--- src/rtl/uart_tx_seq.sv ---
// Frame sequencer: holds one request on the converter and sends its non-zero bytes (slot 4..1) as 8N1, 10*BAUD_DIV+1 cycles per byte.
// Each empty slot costs 1 cycle; req_ready is high only in IDLE, and requests that arrive while busy are dropped, not queued.
module uart_tx_seq #(
  parameter int BAUD_DIV = 868
) (
  input  logic        clk,
  input  logic        rstn,
  input  logic        req_valid,
  output logic        req_ready,
  input  logic [31:0] req_all,
  input  logic        req_type_tx,
  input  logic        req_data_mode,
  output logic [3:0]  cnt,
  output logic [31:0] all,
  output logic        type_tx,
  output logic        data_mode,
  input  logic [7:0]  dout,
  output logic        txd,
  output logic        busy,
  output logic        done
);

  localparam int BW = $clog2(BAUD_DIV);
  localparam logic [BW-1:0] BAUD_LAST = BW'(BAUD_DIV - 1);

  typedef enum logic [2:0] {IDLE, SEL, START, DATA, STOP} state_t;

  state_t        state, state_nxt;
  logic [BW-1:0] baud_cnt, baud_nxt;
  logic [2:0]    bit_cnt, bit_nxt;
  logic [7:0]    shreg, shreg_nxt;
  logic [3:0]    cnt_nxt;
  logic          txd_nxt;
  logic          done_nxt;
  logic          baud_end;
  logic          accept;

  assign req_ready = (state == IDLE);
  assign accept    = req_valid && req_ready;
  assign baud_end  = (baud_cnt == BAUD_LAST);

  always_comb begin
    state_nxt = state;
    cnt_nxt   = cnt;
    bit_nxt   = bit_cnt;
    shreg_nxt = shreg;
    done_nxt  = 1'b0;
    baud_nxt  = baud_end ? '0 : baud_cnt + 1'b1;

    case (state)
      IDLE: begin
        baud_nxt = '0;
        if (accept) begin
          state_nxt = SEL;
          cnt_nxt   = 4'd4;
        end
      end
      SEL: begin
        baud_nxt = '0;
        bit_nxt  = 3'd0;
        if (dout != 8'h00) begin
          shreg_nxt = dout;
          state_nxt = START;
        end else if (cnt == 4'd1) begin
          state_nxt = IDLE;
          cnt_nxt   = 4'd0;
          done_nxt  = 1'b1;
        end else begin
          cnt_nxt = cnt - 4'd1;
        end
      end
      START: begin
        if (baud_end) begin
          state_nxt = DATA;
          bit_nxt   = 3'd0;
        end
      end
      DATA: begin
        if (baud_end) begin
          if (bit_cnt == 3'd7) begin
            state_nxt = STOP;
          end else begin
            bit_nxt = bit_cnt + 3'd1;
          end
        end
      end
      STOP: begin
        if (baud_end) begin
          if (cnt == 4'd1) begin
            state_nxt = IDLE;
            cnt_nxt   = 4'd0;
            done_nxt  = 1'b1;
          end else begin
            state_nxt = SEL;
            cnt_nxt   = cnt - 4'd1;
          end
        end
      end
      default: begin
        state_nxt = IDLE;
        cnt_nxt   = 4'd0;
      end
    endcase

    // txd is registered, so it follows the state the line will be in next cycle
    case (state_nxt)
      START:   txd_nxt = 1'b0;
      DATA:    txd_nxt = shreg_nxt[bit_nxt];
      default: txd_nxt = 1'b1;
    endcase
  end

  always_ff @(posedge clk or negedge rstn) begin
    if (!rstn) begin
      state     <= IDLE;
      baud_cnt  <= '0;
      bit_cnt   <= 3'd0;
      shreg     <= 8'h00;
      cnt       <= 4'd0;
      all       <= 32'h0;
      type_tx   <= 1'b0;
      data_mode <= 1'b0;
      txd       <= 1'b1;
      busy      <= 1'b0;
      done      <= 1'b0;
    end else begin
      state    <= state_nxt;
      baud_cnt <= baud_nxt;
      bit_cnt  <= bit_nxt;
      shreg    <= shreg_nxt;
      cnt      <= cnt_nxt;
      txd      <= txd_nxt;
      busy     <= (state_nxt != IDLE);
      done     <= done_nxt;
      if (accept) begin
        all       <= req_all;
        type_tx   <= req_type_tx;
        data_mode <= req_data_mode;
      end
    end
  end

endmodule

--- config.mk ---
export PLATFORM = sky130hd
export DESIGN_NAME = uart_tx_seq
export DESIGN_NICKNAME = d
export VERILOG_FILES = /design/src/rtl/uart_tx_seq.sv
export SDC_FILE = /design/constraint.sdc
export NUM_CORES = 1
export LEC_CHECK = 0
export CORE_MARGIN = 2
export CORE_UTILIZATION = 25
export DETAILED_ROUTE_END_ITERATION = 8
export HOLD_SLACK_MARGIN = 0.1
export PLACE_DENSITY_LB_ADDON = 0.2
export SETUP_SLACK_MARGIN = 0.3
export SYNTH_ARGS = -nofsm -noshare
export SYNTH_HDL_FRONTEND = slang
export SYNTH_SLANG_ARGS = --single-unit
--- constraint.sdc ---
create_clock -name clk -period 3.8 [get_ports clk]
set_input_delay 0.95 -clock clk [delete_from_list [all_inputs] [get_ports clk]]
set_output_delay 0.95 -clock clk [all_outputs]
set_load 0.02 [all_outputs]
==> flow_summary.json <==
{
  "slew_headroom": 0.519,
  "worstHoldStart": "baud_cnt[0]$_DFF_PN0_",
  "slowest_delay_ns": 0.70,
  "endpoint": "req_ready",
  "r2r-end": "txd$_DFF_PN1_",
  "max-vdd-ir-drop_mv": 0.227,
  "cp_max_fo": 14,
  "cap_violations": 0,
  "synth_edf_count": 0,
  "diodes": 0,
  "yosysTopAreaCell": "dfrtp_1",
  "fin_nets": 379,
  "ant_nets": 0,
  "insertion_delay_ns": 0.32,
  "maxSlewViolCount": 0,
  "synth_cell_types": 52,
  "tritoncts": "built",
  "cp_slowest_cell": "clkdlybuf4s50_1",
  "hold_path_class": "reg2reg",
  "fillCellCount": 1163,
  "fmax_mhz": 344,
  "start_util": 0.258,
  "drt_wl_total_microns": 6850,
  "synth_cells": 239,
  "drive_gt1_frac": 0.201,
  "min_period_over_period": 0.765,
  "cts-buffers-inserted": 9,
  "grt_max_degree": 44,
  "die-area_sq_um": 12800,
  "grt_overflow": 0,
  "dpl-instance-area_sq_um": 3980,
  "tightest_slew_ns": 0.717,
  "syn_area_per_cell_sq_um": 12.4,
  "cp-start-kind": "flip-flop",
  "ios": 87,
  "drt_first_pass_iters": 8,
  "reg2reg_depth": 8,
  "placed_cells": 462,
  "fin_crit_ns": 2.91,
  "syn_area_sq_um": 2970,
  "cts.clk_slew.worst_paths_ns": 0.06,
  "instances_no_fill": 477,
  "cts.sinks": 65,
  "tns_ns": 0,
  "htreeDepth": 3,
  "crit_type": "reg2out",
  "synth_top_area_share": 0.540,
  "power_density_nw_per_um2": 522,
  "postCtsSetupRepairBufs": 0,
  "design_area_sq_um": 4270,
  "synth-seq-area-share": 0.548,
  "cts_root_buffer": "clkbuf_16",
  "setup_viol": 0,
  "die_w_microns": 113,
  "cp-end-kind": "output pin",
  "ys_ff_latch": 65,
  "synth-async-reset-ratio": 1.00,
  "wl_per_cell_microns": 14.4,
  "postCtsHoldBufs": 0,
  "fin_util": 0.371,
  "finalHoldViolCount": 0,
  "required_ns": 2.85,
  "synth_nets": 288,
  "startpoint": "state[2]$_DFF_PN0_",
  "yosys-top-cells-area": "dfrtp_1 (54%), mux2_2 (13%), nor2_1 (2.8%), a22o_1 (1.8%), ha_1 (1.7%)",
  "grt_pass1_vias": 2191,
  "antenna_found_initial": 0,
  "rsz0062_at_grt": "no",
  "drc": 6,
  "grt_pass1_wl_microns": 11400,
  "layout_setup_ws_ns": 0.894,
  "r2r-start": "baud_cnt[0]$_DFF_PN0_",
  "yosys_warnings": 0,
  "hpwl_microns": 4900,
  "r2r_slack_ns": 1.41,
  "cp_cell_sequence": "nor3_1 -> clkdlybuf4s50_1",
  "vias": 2142,
  "p_leak_nw": 1.78,
  "violations": "design-rule violations",
  "drtIter0Drc": 99,
  "fp-row-count": 39,
  "place.gp.congestion": 0.729,
  "core_sq_um": 11500,
  "via_per_inst": 4.49,
  "portBuffers": 86,
  "synthFlopType": "dfrtp_1",
  "dieHeight_microns": 113,
  "status": "complete, but fails checks",
  "dpl_worst_slack_ns": 0.652,
  "cts.repair.resized": 0,
  "finClkSkew_ns": 0.00682,
  "area_growth_pct": 44.0,
  "grt_use_total": 0.113,
  "arrival_ns": 1.96,
  "clock_path_buffers": 2
}
## routing by layer
metal,wire length (microns),vias to the layer above,GRT usage
met4,131,0,0.0415
met5,0,-,0
met1,3220,1028,0.146
li1,-,1040,-
met3,303,13,0.0305
met2,3200,61,0.181
## state kept, by name (all words and copies together), names as in the netlist
signal	count
state	3
bit_cnt	3
done	1
shreg	8
txd	1
cnt	4
data_mode	1
busy	1
baud_cnt	10
type_tx	1
all	32
## final cells by class
cell class	instances	area [sq um]	share of cell area
multi-input combinational	156	1260	0.294
sequential	65	1630	0.381
timing repair buffer	89	878	0.206
tap	143	179	0.0419
clock buffer	12	256	0.0600
clock inverter	3	40.0	0.00937
inverter	9	33.8	0.00790
## stage by stage
step,hold WS [ns],power [mW]
6_report,0.489,2.23
5_1_grt,0.518,2.35
4_1_cts,0.495,2.26
3_5_place_dp,0.480,1.42
3_3_place_gp,0.484,1.42
2_1_floorplan,0.451,1.18
## cell families (layout without fill, tap and decap cells)
logic type      count (synthesis)  count (layout)  share of synthesized area
compound gates                 40              40                      0.113
xor+xnor                        8               8                     0.0236
fa+ha+maj                       4               4                     0.0169
buf+inv                        18             113                     0.0274
flops                          65              65                      0.548
mux                            38              38                      0.144
simple gates                   66              66                      0.126
## synth_stat cells, drive strengths merged (4+ instances only)
master and n:
mux2 35, nand2 12, nor3 4, o21ai 9
a22o 8, inv 9, xor2 5, and2 4
nor3b 4, nor2 22, ha 4, dfrtp 64
nand3 5, nand4 4, a21oi 4, buf 7
## worst max-delay path: cells and delay by family, from the launching register on
family        cells  cell delay, ns
buf+inv           1            0.70
simple gates      1            0.37
flops             1            0.56
## power by group
part	switching (mW)	total (mW)	internal [mW]	leakage [nW]
logic	0.227	0.499	0.273	0.821
clock network	0.290	0.828	0.538	0.148
registers	0.0894	0.905	0.815	0.806
## cell usage in the layout, fill, tap and decap left out, types with 2 or more instances in the layout
cell             netlist  final
nand2b_1               2      2
a22oi_1                2      2
clkdlybuf4s50_1        0     85
clkbuf_8               0      2
nor3_1                 4      4
or4_4                  2      2
nand2_1               12     12
a21oi_1                4      4
buf_4                  2      3
nor3b_1                2      2
o21ai_0                5      5
nor2_1                22     22
and2_1                 4      4
xor2_1                 5      5
a22o_1                 6      6
dfrtp_1               64     64
o21ai_1                3      3
o31ai_1                2      2
nor2b_1                2      2
clkinv_2               0      2
a21o_1                 3      3
inv_1                  9      9
clkbuf_16              0      9
nand4_1                4      4
ha_1                   4      4
xnor2_1                3      3
nand3_1                4      4
mux2i_1                3      3
mux2_2                34     34
## how the worst min path moves through the flow
stage	end	depth (start not counted)
floorplan	shreg[0]$_DFF_PN0_	2
global placement	shreg[1]$_DFF_PN0_	1
detailed placement	shreg[1]$_DFF_PN0_	1
CTS	baud_cnt[0]$_DFF_PN0_	1
global route	shreg[1]$_DFF_PN0_	1
finish	baud_cnt[0]$_DFF_PN0_	1
(Power assumes the default switching activity.)
